File: config.mk
export PLATFORM = sky130hd
export DESIGN_NAME = led_blink_ctrl
export DESIGN_NICKNAME = d
export VERILOG_FILES = /design/src/rtl/led_ctrl_pkg.sv /design/src/rtl/led_ch.sv /design/src/rtl/led_blink_ctrl.sv
export SDC_FILE = /design/constraint.sdc
export NUM_CORES = 1
export LEC_CHECK = 0
export ABC_AREA = 1
export BUFFER_PORTS_ARGS = -buffer_cell sky130_fd_sc_hd__buf_2
export CORE_MARGIN = 4
export CORE_UTILIZATION = 40
export CTS_BUF_LIST = sky130_fd_sc_hd__clkbuf_16
export DETAILED_ROUTE_END_ITERATION = 10
export GPL_ROUTABILITY_DRIVEN = 0
export PLACE_DENSITY = 0.58
export SYNTH_ARGS = -nofsm -noshare
export SYNTH_HDL_FRONTEND = slang
export SYNTH_HIERARCHICAL = 1
export SYNTH_SLANG_ARGS = --single-unit
File: constraint.sdc
create_clock -name clk -period 3.9 [get_ports clk]
set_clock_uncertainty 0.2 [all_clocks]
set_input_delay 0.78 -clock clk [delete_from_list [all_inputs] [get_ports clk]]
set_output_delay 0.78 -clock clk [all_outputs]
set_load 0.02 [all_outputs]
File: src/rtl/led_ctrl_pkg.sv
// led_ctrl_pkg: mode encodings and mode field width shared by the LED driver
package led_ctrl_pkg;
  localparam int MODE_W = 3;
  localparam logic [MODE_W-1:0] MODE_OFF     = 3'd0;
  localparam logic [MODE_W-1:0] MODE_ON      = 3'd1;
  localparam logic [MODE_W-1:0] MODE_BLINK   = 3'd2;
  localparam logic [MODE_W-1:0] MODE_ONESHOT = 3'd3;
  localparam logic [MODE_W-1:0] MODE_PWM     = 3'd4;
endpackage

File: src/rtl/led_ch.sv
// led_ch: one LED channel (clk/reset/tick, mode, half_period, duty, trig in; led_o/busy out)
module led_ch
  import led_ctrl_pkg::*;
#(
  parameter int CNT_W = 32,
  parameter int PWM_W = 8
) (
  input  logic              clk,
  input  logic              reset,
  input  logic              tick,
  input  logic [MODE_W-1:0] mode,
  input  logic [CNT_W-1:0]  half_period,
  input  logic [PWM_W-1:0]  duty,
  input  logic              trig,
  output logic              led_o,
  output logic              busy
);
  logic [MODE_W-1:0] mode_q;
  logic [CNT_W-1:0]  cnt_q, cnt_d, hp_m1;
  logic [PWM_W-1:0]  pc_q, pc_d;
  logic              led_q, led_d, busy_q, busy_d, wrap;
  assign hp_m1 = (half_period == '0) ? '0 : half_period - CNT_W'(1);
  assign wrap  = cnt_q >= hp_m1;
  always_comb begin
    cnt_d  = cnt_q;
    pc_d   = pc_q;
    led_d  = led_q;
    busy_d = busy_q;
    if (mode != mode_q) begin
      cnt_d  = '0;
      pc_d   = '0;
      led_d  = (mode == MODE_ON);
      busy_d = 1'b0;
    end else if (mode == MODE_BLINK && tick) begin
      cnt_d = wrap ? '0 : cnt_q + CNT_W'(1);
      led_d = led_q ^ wrap;
    end else if (mode == MODE_ONESHOT && trig) begin
      cnt_d  = '0;
      led_d  = 1'b1;
      busy_d = 1'b1;
    end else if (mode == MODE_ONESHOT && tick && busy_q) begin
      cnt_d  = wrap ? '0 : cnt_q + CNT_W'(1);
      led_d  = !wrap;
      busy_d = !wrap;
    end else if (mode == MODE_PWM && tick) begin
      pc_d  = pc_q + PWM_W'(1);
      led_d = pc_q < duty;
    end
  end
  always_ff @(posedge clk) begin
    if (reset) begin
      mode_q <= MODE_OFF;
      cnt_q  <= '0;
      pc_q   <= '0;
      led_q  <= 1'b0;
      busy_q <= 1'b0;
    end else begin
      mode_q <= mode;
      cnt_q  <= cnt_d;
      pc_q   <= pc_d;
      led_q  <= led_d;
      busy_q <= busy_d;
    end
  end
  assign led_o = led_q;
  assign busy  = busy_q;
endmodule

File: src/rtl/led_blink_ctrl.sv
// led_blink_ctrl: NUM_CH independent LED channels sliced from packed mode/half_period/duty/trig buses to led_o/busy
module led_blink_ctrl
  import led_ctrl_pkg::*;
#(
  parameter int NUM_CH = 2,
  parameter int CNT_W  = 32,
  parameter int PWM_W  = 8
) (
  input  logic                     clk,
  input  logic                     reset,
  input  logic                     tick,
  input  logic [NUM_CH*MODE_W-1:0] mode,
  input  logic [NUM_CH*CNT_W-1:0]  half_period,
  input  logic [NUM_CH*PWM_W-1:0]  duty,
  input  logic [NUM_CH-1:0]        trig,
  output logic [NUM_CH-1:0]        led_o,
  output logic [NUM_CH-1:0]        busy
);
  for (genvar i = 0; i < NUM_CH; i++) begin : g_ch
    led_ch #(.CNT_W(CNT_W), .PWM_W(PWM_W)) u_ch (
      .clk        (clk),
      .reset      (reset),
      .tick       (tick),
      .mode       (mode[MODE_W*i +: MODE_W]),
      .half_period(half_period[CNT_W*i +: CNT_W]),
      .duty       (duty[PWM_W*i +: PWM_W]),
      .trig       (trig[i]),
      .led_o      (led_o[i]),
      .busy       (busy[i])
    );
  end
endmodule

==> metrics.cfg <==
[worst_hold_path]
min_path_type=register to register

[floorplanning]
design.die.area_um2=23090
die_x_um=152.0
coreArea_um2=20300
placementRows=52
dieHeight_um=152.0
io_pins=95
initial_core_util_pct=40.84

[synthesis]
yosysWarnings=6
synth.most_common_cell=nand2_1
synthCells=1267
seq_area_frac_synth_pct=21.73
netlist.area_leader.share_pct=21.73
ys_ff_latch=90
synth_nets=1444
async_flop_share_pct=0
yosysTopAreaCell=dfxtp_1
synth_area_um2=8290
yosys-top-cells-count=265 x nand2_1, 194 x nor2_1, 163 x inv_1
yosysUniqueCellTypes=49
synth_edf_count=0
ys.flop_type=dfxtp_1
ys_top_cells_by_area=dfxtp_1 22%, ha_1 13%, nand2_1 12%
synth.avg_cell_area_um2=6.543

[final_layout]
fin_nets=1658
layout-drive-gt1-share_pct=22.27
areaGrowthSynthToFinish_pct=25.52
final_core_util_pct=51.26
final_area_um2=10410
fin_cells=1756
diodes=0
multi_input_area_um2=5893
n_fill_cell=2114
ff_latch_area_um2=1802

[sta]
max_slew_margin_pct=50.50
slew_violations=0
max_freq_mhz=269.0
post-route-min-period_ns=3.717
worst_pin_slew_ns=0.7398
setup_viol=0
holdWs_ns=0.2781
hold_viol=0
period_share_pct=95.31

[global_routing]
grt_max_degree=22
grt_use_total_pct=18.25
grt_pass1_vias=7905
antenna_found_initial=0
grt_pass1_wl_um=36370
overflow=0

[drt]
wl_per_cell_um=12.33
vias=8483
drc_errors=0
dr.pass1.iters=5
drt_iter0_markers=284
routed_wl_um=21660
vias_per_cell=4.831
ant_nets=0

[cts]
cts_root_buf=clkbuf_16
cts.sinks=90
cts_tree=yes
clockBufferDepth=2
insertion_delay_ns=0.35
hold_buffers=0
cts.clk_slew.worst_paths_ns=0.06
cts_buffers=9
cts_htree_levels=3

[setup_path]
worstSetupStartpointType=primary input
required_ns=3.98
crit_chain=buf_2, inv_1, buf_4, nand4_4, nor3_4, nand2_2, nor3_4, nand3_2, nor2_4, a21oi_1, nand3b_1, ha_4, a21oi_2, o21a_1, nand2_1, a21oi_2, nand3_2, nand2_2, nand2_4, buf_12, buf_4, nor2_1
slowest_delay_ns=0.25
critPathKind=primary input to register
worstSetupEndpointType=register
cp.buffers_inverters=5
critical-path-top-delay-family=simple AND/OR/NAND/NOR gates
cp_slowest_cell=ha_4
arrival_ns=3.80
cp_max_fo=6

[placement]
dpl_cell_area_um2=9915
dp_hpwl_um=18030
place_inst=1734
port_buffers=94

[power_and_ir_drop]
ir_drop_mv=0.2411
p_leak_uw=0.004843
power_density_nw_per_um2=209.2
pwr-share-seq_pct=42.6
power_uw=2177
clockPowerShare_pct=40.2
p_int_uw=1590
p_switching_uw=587.2
pwr-share-comb_pct=17.2
sw_frac_of_total_pct=26.97

[outcome]
outcome=completed

[flow_run]
cap_violations=0

[worst reg2reg max path, delay by kind of cell, from the launching register on]
family	cells	cell delay (ns)
buf+inv	3	0.36
fa+ha+maj	1	0.28
flops	1	0.46
simple gates	12	0.95
[flip-flops by register name, indices dropped and copies added (netlist names)]
register          flops
g_ch.u_ch/busy        2
g_ch.u_ch/cnt_q      64
g_ch.u_ch/led_o       2
g_ch.u_ch/mode_q      6
g_ch.u_ch/pc_q       16
[final timing paths]
path	startpoint	endpoint	slack (ns)	cells after the start
hold reg to reg	g_ch[0].u_ch/cnt_q[9]$_SDFFE_PP0P_	g_ch[0].u_ch/cnt_q[9]$_SDFFE_PP0P_	0.28	2
setup reg to reg	g_ch[0].u_ch/cnt_q[10]$_SDFFE_PP0P_	g_ch[0].u_ch/cnt_q[28]$_SDFFE_PP0P_	1.60	16
hold / removal	g_ch[0].u_ch/cnt_q[9]$_SDFFE_PP0P_	g_ch[0].u_ch/cnt_q[9]$_SDFFE_PP0P_	0.28	2
setup / recovery	half_period[1]	g_ch[0].u_ch/cnt_q[28]$_SDFFE_PP0P_	0.18	22
[area by class of cell]
| cell class | instances | area share (%) |
|---|---|---|
| Tap cell | 270 | 3.246 |
| Inverter | 168 | 6.060 |
| Timing Repair Buffer | 214 | 13.91 |
| Clock inverter | 7 | 0.6733 |
| Clock buffer | 9 | 2.164 |
| Sequential cell | 90 | 17.31 |
| Multi-Input combinational cell | 998 | 56.63 |
[through the flow]
step | TNS [ns] | setup slack (ns)
global route | -1.093 | -0.08488
finish | 0 | 0.1827
CTS | 0 | 0.1363
detailed placement | -5.058 | -0.2207
floorplan | 0 | 0.07576
global placement | -1.660 | -0.1162
[cells by family (layout without fill, tap and decap cells)]
logic type | count (synthesis) | after routing | share of synthesized area (%)
adder cells (fa/ha/maj) | 86 | 86 | 12.98
buffers and inverters | 179 | 398 | 8.542
AO/OA/AOI/OAI | 146 | 146 | 10.20
AND/OR/NAND/NOR | 713 | 713 | 40.94
XOR/XNOR | 53 | 53 | 5.599
flip-flops | 90 | 90 | 21.73
[layout by cell type, fill, tap and decap left out, drive strengths merged]
master    Yosys  routed
nand3b        5       5
buf           9     212
ha           86      86
a21o         10      10
nand3        90      90
nand4        28      28
inv         167     169
o211a         3       3
and3          5       5
a221oi        2       2
o21a          5       5
a21oi        76      76
nor2        209     209
or2          24      24
bufinv        0       1
nor3b        10      10
nor3         56      56
a22oi         1       1
xnor2        24      24
clkinv        1       3
xor2         29      29
a211oi        9       9
clkinvlp      0       2
nor4         10      10
clkbuf        2      11
o211ai        7       7
o21ai        30      30
dfxtp        90      90
o31ai         1       1
nand2       276     276
a31oi         2       2
[power groups by stage]
stage | clock network (uW) | registers, uW | logic (uW)
after global placement | 0 | 949 | 361
after global routing | 929 | 928 | 423
after CTS | 893 | 928 | 367
final | 876 | 928 | 374
after detailed placement | 0 | 949 | 365
after floorplan | 0 | 950 | 181
[routing by layer]
layer	global-route usage (%)	up-vias	share of wire, %
met5	0	-	0
met3	2.787	14	2.8
met1	24.02	3776	48
met4	2.740	0	0.74
li1	-	4599	-
met2	32.26	94	49
[what timing repair did]
action | in CTS | in global routing
endpoints found under the setup margin | 0 | 49
buffers inserted | 0 | 4
gates resized for setup | 0 | 28
(Power assumes the default switching activity.)
